<file path="config.mk">
export PLATFORM = sky130hd
export DESIGN_NAME = fetch_queue_unit
export DESIGN_NICKNAME = d
export VERILOG_FILES = /design/src/rtl/fetch_pkg.sv /design/src/rtl/fetch_fifo.sv /design/src/rtl/fetch_queue_unit.sv
export SDC_FILE = /design/constraint.sdc
export NUM_CORES = 1
export LEC_CHECK = 0
export ABC_AREA = 1
export BUFFER_PORTS_ARGS = -buffer_cell sky130_fd_sc_hd__buf_2
export CAP_MARGIN = 10
export CORE_ASPECT_RATIO = 0.75
export CORE_MARGIN = 2
export CORE_UTILIZATION = 58
export DETAILED_ROUTE_END_ITERATION = 10
export GPL_TIMING_DRIVEN = 0
export MAX_ROUTING_LAYER = met4
export PLACE_DENSITY = 0.8
export SYNTH_ARGS = -nofsm -noshare
export SYNTH_HDL_FRONTEND = slang
export SYNTH_SLANG_ARGS = --single-unit
</file>
<file path="constraint.sdc">
create_clock -name clk -period 3.6 [get_ports clk]
set_clock_uncertainty 0.05 [all_clocks]
set_input_delay 0.18 -clock clk [delete_from_list [all_inputs] [get_ports clk]]
set_output_delay 0.18 -clock clk [all_outputs]
set_load 0.02 [all_outputs]
</file>
<file path="src/rtl/fetch_pkg.sv">
// rtl/fetch_pkg.sv - shared types, opcodes and immediate helpers for the fetch stage
package fetch_pkg;

  localparam logic [6:0] OPC_JAL    = 7'b1101111;
  localparam logic [6:0] OPC_BRANCH = 7'b1100011;

  typedef struct packed {
    logic [31:0] instr;
    logic [31:0] pc;
    logic        pred;
  } fetch_entry_t;

  function automatic logic [31:0] imm_j(input logic [31:0] i);
    return {{11{i[31]}}, i[31], i[19:12], i[20], i[30:21], 1'b0};
  endfunction

  function automatic logic [31:0] imm_b(input logic [31:0] i);
    return {{19{i[31]}}, i[31], i[7], i[30:25], i[11:8], 1'b0};
  endfunction

endpackage

</file>
<file path="src/rtl/fetch_fifo.sv">
// rtl/fetch_fifo.sv - power-of-two decoupling FIFO with flush, count and head
module fetch_fifo #(
  parameter int  QDEPTH = 4,
  parameter type T      = logic
) (
  input  logic                    clk,
  input  logic                    rstn,
  input  logic                    i_push,
  input  logic                    i_pop,
  input  logic                    i_flush,
  input  T                        i_data,
  output T                        o_head,
  output logic [$clog2(QDEPTH):0] o_count
);

  localparam int PW = $clog2(QDEPTH);

  T                r_mem [QDEPTH];
  logic [PW-1:0]   r_rd;
  logic [PW-1:0]   r_wr;
  logic [PW:0]     r_count;

  always_ff @(posedge clk or negedge rstn) begin
    if (!rstn) begin
      r_rd    <= '0;
      r_wr    <= '0;
      r_count <= '0;
    end else if (i_flush) begin
      r_rd    <= '0;
      r_wr    <= '0;
      r_count <= '0;
    end else begin
      if (i_push) r_wr <= r_wr + 1'b1;
      if (i_pop)  r_rd <= r_rd + 1'b1;
      case ({i_push, i_pop})
        2'b10:   r_count <= r_count + 1'b1;
        2'b01:   r_count <= r_count - 1'b1;
        default: r_count <= r_count;
      endcase
    end
  end

  // Storage is left uncleared; the count alone decides what is valid.
  always_ff @(posedge clk) begin
    if (i_push && !i_flush) r_mem[r_wr] <= i_data;
  end

  assign o_head  = r_mem[r_rd];
  assign o_count = r_count;

endmodule

</file>
<file path="src/rtl/fetch_queue_unit.sv">
// rtl/fetch_queue_unit.sv - PC, instruction ROM and next-PC logic feeding the fetch FIFO; optional FETCH_STATIC_PREDICT_EN
module fetch_queue_unit
  import fetch_pkg::*;
#(
  parameter int                      NUM_INST = 128,
  parameter int                      QDEPTH   = 4,
  parameter logic [31:0]             RESET_PC = 32'h0000_0000,
  parameter logic [NUM_INST*32-1:0]  MEM_INIT = '0
) (
  input  logic        clk,
  input  logic        rstn,
  input  logic        dec_ready,
  input  logic        redirect_valid,
  input  logic [31:0] redirect_pc,
  output logic        fd_valid,
  output logic [63:0] fetch_dec_reg,
  output logic        fd_pred_taken
);

  localparam int AW = $clog2(NUM_INST);
  localparam int CW = $clog2(QDEPTH) + 1;

  logic [31:0]   r_pc;
  logic [AW-1:0] w_idx;
  logic [31:0]   w_instr;
  logic [31:0]   w_next_pc;
  logic          w_pred;
  logic          w_push;
  logic          w_pop;
  logic [CW-1:0] w_count;
  fetch_entry_t  w_entry;
  fetch_entry_t  w_head;

  // Upper PC bits are dropped so out-of-range addresses alias into the ROM.
  assign w_idx   = r_pc[AW+1:2];
  assign w_instr = MEM_INIT[{w_idx, 5'b00000} +: 32];

`ifdef FETCH_STATIC_PREDICT_EN
  always_comb begin
    w_pred    = 1'b0;
    w_next_pc = r_pc + 32'd4;
    if (w_instr[6:0] == OPC_JAL) begin
      w_pred    = 1'b1;
      w_next_pc = r_pc + imm_j(w_instr);
    end else if (w_instr[6:0] == OPC_BRANCH && w_instr[31]) begin
      w_pred    = 1'b1;
      w_next_pc = r_pc + imm_b(w_instr);
    end
  end
`else
  assign w_pred    = 1'b0;
  assign w_next_pc = r_pc + 32'd4;
`endif

  assign w_pop  = fd_valid & dec_ready;
  assign w_push = !redirect_valid & ((w_count < CW'(QDEPTH)) | w_pop);

  assign w_entry.instr = w_instr;
  assign w_entry.pc    = r_pc;
  assign w_entry.pred  = w_pred;

  always_ff @(posedge clk or negedge rstn) begin
    if (!rstn) begin
      r_pc <= RESET_PC;
    end else if (redirect_valid) begin
      r_pc <= {redirect_pc[31:2], 2'b00};
    end else if (w_push) begin
      r_pc <= w_next_pc;
    end
  end

  fetch_fifo #(
    .QDEPTH (QDEPTH),
    .T      (fetch_entry_t)
  ) u_fifo (
    .clk     (clk),
    .rstn    (rstn),
    .i_push  (w_push),
    .i_pop   (w_pop),
    .i_flush (redirect_valid),
    .i_data  (w_entry),
    .o_head  (w_head),
    .o_count (w_count)
  );

  assign fd_valid      = (w_count != '0);
  assign fetch_dec_reg = fd_valid ? {w_head.instr, w_head.pc} : 64'd0;
  assign fd_pred_taken = fd_valid & w_head.pred;

endmodule

</file>
==> results of run 1 <==
metal layers:
metal | global-route usage [%] | vias up | part of all wire [%]
met4 | 9.07 | 0 | 1.3
met2 | 46.9 | 326 | 47
li1 | - | 2785 | -
met5 | - | - | 0
met3 | 7.56 | 20 | 9.9
met1 | 38.4 | 2766 | 42
area by class of cell:
class	count	area (um2)	area share (%)
multi-input cells	535	2500	27.7
inverters	33	124	1.37
repair buffers	95	701	7.75
plain buffers	67	398	4.40
well taps	166	208	2.30
clock buffers	17	425	4.71
flip-flops and latches	157	4530	50.1
clock inverters	15	151	1.68
flip-flops by register name (all words and copies together) (netlist names):
register	cells
u_fifo.r_mem	120
r_pc	30
u_fifo.o_count	3
u_fifo.r_rd	2
u_fifo.r_wr	2
through the flow:
| stage | TNS (ns) | power, mW | instances | hold slack (ns) |
|---|---|---|---|---|
| finish | 0 | 5.79 | 1085 | 0.00162 |
| global route | 0 | 6.05 | 1085 | 0.0253 |
| CTS | 0 | 5.78 | 1085 | 0.000199 |
| detailed placement | 0 | 4.02 | 1026 | 0.294 |
| global placement | -13.24 | 3.92 | 1022 | 0.269 |
| floorplan | 0 | 3.42 | 792 | -0.166 |
cells in the mapped netlist:
library cell	count
buf_2	12
clkbuf_1	19
nor3b_1	1
a31oi_1	2
o21ai_1	3
or2_2	1
nand2_2	2
o21ai_0	72
buf_1	1
nand2_1	135
nor2_2	3
nand4_1	2
inv_1	31
nand2_4	2
buf_4	35
fa_1	1
xnor2_1	5
nor2_1	167
nor3_2	1
ha_1	5
nand3b_1	3
nor2_4	6
edfxtp_1	120
conb_1	1
xor2_1	7
a21oi_1	35
dfrtp_1	37
a22oi_1	15
inv_2	2
o31ai_1	1
nand3_1	31
power by group through the flow:
stage	Sequential (mW)	Combinational (mW)	Clock, mW
final	2.43	1.60	1.75
after global routing	2.46	1.76	1.83
after CTS	2.43	1.59	1.76
after detailed placement	2.46	1.56	0
after global placement	2.45	1.46	0
after floorplan	2.40	1.03	0
final timing paths:
check / from / to / slack (ns)
worst max-delay path: u_fifo.r_rd[0] / fetch_dec_reg[26] / 1.01
worst min-delay path: redirect_pc[4] / r_pc[4] / 0.002
worst max register to register: u_fifo.o_count[2] / u_fifo.r_mem[2][17] / 1.26
worst min register to register: u_fifo.r_wr[0] / u_fifo.r_wr[0] / 0.53
max in group asynchronous: rstn / r_pc[20] / 2.57
min in group asynchronous: rstn / u_fifo.o_count[0] / 0.37
tightest hold or removal path: stages:
cell     delay [ns]
buf_2          0.09
a22oi_1        0.09
o31ai_1        0.08
logic make-up (layout without fill, tap and decap cells):
family                   Yosys count  count (layout)  synth area share, %
flip-flops                       157             157                 61.3
other                              1              35               0.0507
XOR/XNOR                          12              12                 1.42
adder cells (fa/ha/maj)            6               6                 1.12
AND/OR/NAND/NOR                  354             354                 19.9
buffers and inverters            100             227                 7.06
AO/OA/AOI/OAI                    128             128                 9.24
==> flow_metrics.tcl, run 1 <==
set metrics [dict create \
    run_status "finished clean" \
    ys_types 31 \
    drcViolationCount 0 \
    cp.required_ns 3.37 \
    viasPerCell 5.44 \
    ys_ff_latch 157 \
    endpoint_kind "output port" \
    nets 948 \
    yosys_warnings 0 \
    io_pins 102 \
    seqPwrFrac_pct 42.0 \
    cp.depth 6 \
    arrival_ns 2.36 \
    power_switching_mw 2.08 \
    syn_area_um2 7390 \
    yosysTopAreaCell "edfxtp_1" \
    cts_root_buf "clkbuf_16" \
    path_buf_inv 4 \
    powerDensity_nw_per_um2 641 \
    min_path_cells 3 \
    critPathMaxFanout 10 \
    max-cap-violations 0 \
    die_area_um2 13700 \
    fmaxAchievable_mhz 386 \
    clk_pin_slew_worst_paths_ns 0.06 \
    postSynthAreaPerCell_um2 9.76 \
    crit_chain "clkbuf_1, inv_1, clkbuf_1, o21ai_0, a21oi_1, buf_2" \
    rows 35 \
    p_comb_share_pct 27.7 \
    gp_congestion 0.941 \
    vias 5897 \
    place_worst_setup_slack_ns 1.30 \
    worstSetupPathType "reg2out" \
    post_cts_resized 0 \
    cts_buffers 17 \
    max-vdd-ir-drop_v 0.000439 \
    slew_violations 0 \
    grt-ovfl-total 0 \
    die_y_um 102 \
    cpPeakStageDelay_ns 0.51 \
    internal_power_mw 3.71 \
    die_w_um 134 \
    grt_pass1_wl_um 29400 \
    finalWirelength_um 18700 \
    holdBufCountCts 27 \
    drive_gt1_share_pct 18.3 \
    fin_crit_sh_pct 72.0 \
    nFillCells 844 \
    cp_top_family "buffers and inverters" \
    seq_area_frac_synth_pct 61.3 \
    worst_pin_slew_ns 0.895 \
    worstSkewPairLatency_ns 0.43 \
    start_util_pct 59.9 \
    grt_usage_pct 29.7 \
    core_um2 12300 \
    post_cts_buffers 0 \
    clk_path_buf_depth 2 \
    antenna_left 0 \
    grt_setup_unrepaired "no" \
    grt_pass1_vias 5682 \
    cts_tree "built" \
    hp-class "in2reg" \
    diodes 0 \
    p_clk_share_pct 30.3 \
    cp_slowest_cell "clkbuf_1" \
    relSlewSlack_pct 40.3 \
    finalSetupViolCount 0 \
    synth.top_cell.area_share_pct 48.7 \
    area_growth_pct 22.2 \
    h-tree-depth 4 \
    final_core_util_pct 73.2 \
    cts_sinks 157 \
    cellLeakagePower_nw 3.71 \
    antenna_found_initial 0 \
    syn_inst 758 \
    hpwl_um 12900 \
    r2r.worst_path.cells 5 \
    p_sw_share_pct 35.9 \
    synth_area_leaders "edfxtp_1, dfrtp_1, nor2_1" \
    firstDrtPassIters 5 \
    start_kind "register" \
    finalHoldViolCount 0 \
    period_needed_ns 2.59 \
    place_area_um2 8190 \
    drtIter0Drc 608 \
    layout_common_cells "nor2_1, nand2_1, edfxtp_1" \
    crit_top_cell "clkbuf_1" \
    grt_max_degree 38 \
    io_buffers 64 \
    design_area_um2 9040 \
    timing.final.ws_setup_ns 1.01 \
    wl_per_cell_um 17.2 \
    final_common_cell "nor2_1" \
]
Power figures use the tool's default switching activity.
==> inputs of run 2 (changes only) <==
- CORE_UTILIZATION: 58 -> 52
- PLACE_DENSITY: 0.8 -> 0.76
- clock period: 3.6 -> 2.3 ns (I/O delays scaled with it)
==> run 2 against run 1 <==
  * Core utilization fell by 6.9 points
  * Count of clock-buffer cells in the layout did not move
  * Sequential power rose by 57%
  * Critical path type unchanged
  * Largest cell class unchanged
==> flow_metrics.tcl, run 2 (synthesized netlist as in run 1, its figures left out) <==
set metrics [dict create \
    clk_pin_slew_worst_paths_ns 0.06 \
    start_kind "register" \
    diodes 0 \
    seqPwrFrac_pct 41.4 \
    critPathMaxFanout 10 \
    nets 955 \
    cts_buffers 17 \
    arrival_ns 2.06 \
    firstDrtPassIters 6 \
    relSlewSlack_pct 42.4 \
    worstSkewPairLatency_ns 0.43 \
    largest_reg_flops 120 \
    power_switching_mw 3.25 \
    vias 5852 \
    internal_power_mw 5.95 \
    p_comb_share_pct 27.6 \
    cp_top_family "buffers and inverters" \
    worstSetupPathType "reg2out" \
    grt_pass1_wl_um 28800 \
    start_util_pct 53.6 \
    die_w_um 142 \
    grt-ovfl-total 0 \
    gp_congestion 0.933 \
    h-tree-depth 4 \
    drcViolationCount 0 \
    timing.final.ws_setup_ns 0.0759 \
    endpoint_kind "output port" \
    max-vdd-ir-drop_v 0.000569 \
    slew_violations 0 \
    path_buf_inv 4 \
    drtIter0Drc 671 \
    hpwl_um 12300 \
    layout_common_cells "nor2_1, nand2_1, edfxtp_1" \
    antenna_left 0 \
    area_growth_pct 23.6 \
    clk_path_buf_depth 2 \
    cts_root_buf "clkbuf_16" \
    fmaxAchievable_mhz 450 \
    cellLeakagePower_nw 3.78 \
    final_common_cell "nor2_1" \
    die_y_um 107 \
    period_needed_ns 2.22 \
    wl_met3_um 1880 \
    die_area_um2 15200 \
    antenna_found_initial 0 \
    top_register "u_fifo.r_mem" \
    grt_setup_unrepaired "no" \
    timing.hold.ws_ns 0.0538 \
    io_buffers 64 \
    run_status "finished clean" \
    powerDensity_nw_per_um2 1010 \
    wl_met1_um 7790 \
    wl_per_cell_um 17.0 \
    cts_sinks 157 \
    p_clk_share_pct 30.9 \
    hp-class "in2reg" \
    cp_slowest_cell "dfrtp_1" \
    worst_pin_slew_ns 0.864 \
    rows 37 \
    wl_met2_um 8570 \
    finalSetupViolCount 0 \
    fin_crit_sh_pct 96.7 \
    crit_chain "clkbuf_2, inv_1, clkbuf_4, o21ai_0, a21oi_1, buf_2" \
    core_um2 13800 \
    grt_usage_pct 26.6 \
    viasPerCell 5.32 \
    cpPeakStageDelay_ns 0.40 \
    cts_tree "built" \
    finalWirelength_um 18700 \
    final_core_util_pct 66.3 \
    p_sw_share_pct 35.3 \
    grt_pass1_vias 5360 \
    cp.required_ns 2.13 \
    place_worst_setup_slack_ns -0.0816 \
    max-cap-violations 0 \
    grt_max_degree 38 \
    finalHoldViolCount 0 \
    top_layer_used "met4" \
    drive_gt1_share_pct 19.7 \
    io_pins 102 \
]
[run 2: changes by cell type in the layout (fill, tap and decap cells not counted), sizes merged]
cell | previous run | this run
clkinvlp | 2 | 0
clkbuf | 36 | 33
buf | 116 | 120
dlygate4sd3 | 27 | 32
bufinv | 1 | 2
clkinv | 4 | 5
nor2 | 176 | 177
[run 2: repair_timing]
action	in CTS	in global routing
hold endpoints to repair	67	0
gates resized for setup	11	13
setup endpoints to repair	61	40
setup buffers	0	2
gates cloned	1	0
hold buffers	32	0
pin swaps	0	1
[run 2: layout make-up]
type	count	area [um2]
Timing Repair Buffer	101	731
Multi-Input combinational cell	536	2520
Sequential cell	157	4530
Buffer	67	418
Clock buffer	17	425
Clock inverter	15	175
Inverter	33	124
Fill cell	1078	4660
Tap cell	175	219
[run 2: per-stage QoR]
step           TNS, ns  cell area, um2  power [mW]  std cells
2_1_floorplan   -32.69            7520        5.36        792
3_3_place_gp   -170.86            8060        6.17       1031
3_5_place_dp     -2.35            8170        6.27       1034
4_1_cts              0            9120        9.19       1099
5_1_grt              0            9140        9.62       1101
6_report             0            9140        9.19       1101
[run 2: path summary, 6_finish.rpt]
path                       depth (start not counted)  slack (ns)                  end              start
setup / recovery                                   6        0.08    fetch_dec_reg[28]     u_fifo.r_rd[0]
hold / removal                                     5        0.05             r_pc[28]     redirect_valid
setup reg to reg                                   5        0.13  u_fifo.r_mem[1][18]  u_fifo.o_count[2]
hold reg to reg                                    0        0.52  u_fifo.r_mem[2][31]           r_pc[31]
max in group asynchronous                          2        1.36             r_pc[13]               rstn
min in group asynchronous                          2        0.30    u_fifo.o_count[0]               rstn
[run 2: layer usage]
layer / vias to the layer above / GRT usage, %
li1: 2792 / -
met3: 37 / 5.92
met1: 2710 / 36.4
met2: 313 / 39.4
met5: - / -
met4: 0 / 9.93
[run 2: worst min-delay path, stage by stage]
cell     delay (ns)
buf_2          0.09
inv_1          0.09
nand3_1        0.11
nand2_1        0.05
nand2_1        0.05
[run 2: power by group through the flow]
stage               registers [mW]  clock network (mW)  logic [mW]
floorplan                     3.75                   0        1.61
global route                  3.85                2.98        2.79
detailed placement            3.85                   0        2.42
finish                        3.81                2.84        2.54
CTS                           3.80                2.87        2.52
global placement              3.85                   0        2.33
==> inputs of run 3 (changes only) <==
- ABC_AREA: 1 -> not set
==> run 3 against run 2 <==
  * The run now ends with negative setup slack left
  * Sequential power down 3%
  * Synthesized area decreased by 3.1%
  * Critical path depth decreased by 3
  * Count of clock-buffer cells in the layout is 8 higher
  * Cell count decreased by 24%
  * Largest cell class unchanged
==> flow_metrics.tcl, run 3 <==
set metrics [dict create \
    run_status "complete, but fails checks" \
    violations "negative setup slack" \
    max-cap-violations 0 \
    die_y_um 106 \
    h-tree-depth 4 \
    arrival_ns 2.31 \
    grt_pass1_vias 4828 \
    critPathMaxFanout 30 \
    grt_max_degree 38 \
    cpPeakStageDelay_ns 0.87 \
    die_area_um2 14700 \
    worstSetupPathType "reg2reg" \
    synth_area_leaders "edfxtp_1, dfrtp_1, mux4_2" \
    design_area_um2 8730 \
    yosys_warnings 0 \
    ys_ff_latch 157 \
    gp_congestion 0.893 \
    syn_area_um2 7160 \
    timing.final.ws_setup_ns -0.0203 \
    syn_inst 505 \
    dp.cells 777 \
    drive_gt1_share_pct 27.6 \
    top_register "u_fifo.r_mem" \
    yosysTopAreaCell "edfxtp_1" \
    postSynthAreaPerCell_um2 14.2 \
    largest_reg_flops 120 \
    grt-ovfl-total 0 \
    grt_usage_pct 23.3 \
    grt_setup_unrepaired "yes" \
    grt_pass1_wl_um 25300 \
    nets 691 \
    cellLeakagePower_nw 3.30 \
    async_flop_share_pct 23.6 \
    clk_path_buf_depth 2 \
    cp.required_ns 2.29 \
    firstDrtPassIters 5 \
    cts_tree "built" \
    antenna_found_initial 0 \
    vias 4842 \
    io_pins 102 \
    cp_slowest_cell "and3_2" \
    finalWirelength_um 16100 \
    slew_violations 0 \
    cts_sinks 157 \
    io_buffers 63 \
    finalSetupViolCount 30 \
    ys.flop_type "edfxtp_1" \
    seq_area_frac_synth_pct 63.2 \
    drtIter0Drc 432 \
    worst_pin_slew_ns 0.997 \
    synth_edf_count 120 \
    worstSkewPairLatency_ns 0.42 \
    finalSetupTns_ns -0.470 \
    synth.top_cell.area_share_pct 50.3 \
    hpwl_um 10200 \
    diodes 0 \
    core_um2 13600 \
    wl_per_cell_um 19.2 \
    powerDensity_nw_per_um2 994 \
    total_power_mw 8.67 \
    post_cts_buffers 0 \
    relSlewSlack_pct 33.0 \
    rows 37 \
    start_util_pct 52.8 \
    cts_buffers 17 \
    endpoint_kind "register" \
    viasPerCell 5.78 \
    max-vdd-ir-drop_v 0.000774 \
    antenna_left 0 \
    timing.hold.ws_ns 0.0720 \
    hp-class "in2reg" \
    period_needed_ns 2.32 \
    crit_chain "nand2b_1, clkbuf_1, and3_2" \
    ys_types 48 \
    layoutNonFillerInstCount 837 \
    start_kind "register" \
    area_growth_pct 21.8 \
    nFillCells 994 \
    drcViolationCount 0 \
    fmaxAchievable_mhz 431 \
    synth_top_cells_by_count "edfxtp_1, dfrtp_1, buf_4, nand2_1" \
    final_core_util_pct 64.3 \
    final_common_cell "edfxtp_1" \
    place_worst_setup_slack_ns -0.201 \
    cts_root_buf "clkbuf_16" \
    layout_common_cells "edfxtp_1, buf_2" \
    die_w_um 140 \
    finalHoldViolCount 0 \
    fin_crit_sh_pct 101 \
    clk_pin_slew_worst_paths_ns 0.05 \
    place_area_um2 7830 \
    yosysMostFrequentCell "edfxtp_1" \
]
-- run 3: changes by cell type after synthesis, sizes merged, moves of 7 or more --
cell | previous run | this run
nor2 | 176 | 17
a21oi | 35 | 8
nand2 | 139 | 35
and2 | 0 | 30
nand3 | 31 | 22
mux4 | 0 | 30
o21ai | 75 | 13
o31ai | 1 | 8
inv | 33 | 11
nand4 | 2 | 21
o311ai | 0 | 11
a22oi | 15 | 3
nor2b | 0 | 7
-- run 3: final cells by class --
cell class	count	area [um2]	area share (%)
clock inverter	7	93.8	1.08
sequential	157	4530	51.9
timing repair buffer	94	626	7.17
multi-input combinational	307	2360	27.0
buffer	61	393	4.50
inverter	11	41.3	0.473
clock buffer	25	465	5.33
tap	175	219	2.51
-- run 3: cell families (layout without fill, tap and decap cells) --
family          count (synthesis)  after routing  share of synthesized area, %
simple gates                  169            169                          13.1
fa+ha+maj                       6              6                          1.15
xor+xnor                       12             12                          1.47
flops                         157            157                          63.2
buf+inv                        75            198                          5.87
compound gates                 54             54                          5.61
other cells                     1             35                        0.0523
mux                            31             31                          9.57
-- run 3: where the power goes --
part           internal [mW]  switching, mW  total, mW
Clock                   1.62           1.04       2.66
Combinational          0.976           1.32       2.30
Sequential              3.46          0.253       3.71
Total                   6.06           2.61       8.67
-- run 3: routing by layer --
| layer | vias up | routed length [um] | global-route usage [%] | share of wire [%] |
|---|---|---|---|---|
| met2 | 248 | 7740 | 35.7 | 48 |
| met4 | 0 | 344 | 8.29 | 2.1 |
| met3 | 28 | 1270 | 5.22 | 7.9 |
| met5 | - | 0 | - | 0 |
| met1 | 2415 | 6720 | 31.2 | 42 |
| li1 | 2151 | - | - | - |
-- run 3: critical path, delay by kind of cell, from the launching register on --
family | cells | cell delay [ns]
buf+inv | 1 | 0.37
flops | 1 | 0.45
simple gates | 2 | 1.07
-- run 3: final timing paths --
path / from / to / slack, ns / cells after the start
setup / recovery: u_fifo.o_count[2] / u_fifo.r_mem[2][11] / -0.02 / 3
hold / removal: dec_ready / u_fifo.o_count[0] / 0.07 / 3
setup reg to reg: u_fifo.o_count[2] / u_fifo.r_mem[2][11] / -0.02 / 3
hold reg to reg: r_pc[31] / u_fifo.r_mem[3][31] / 0.52 / 0
max in group asynchronous: rstn / r_pc[8] / 1.27 / 2
min in group asynchronous: rstn / r_pc[26] / 0.30 / 2
-- run 3: repair_timing --
action,CTS,global route
setup endpoints to repair,29,154
hold endpoints to repair,67,0
gates resized for setup,6,13
hold buffers,31,0
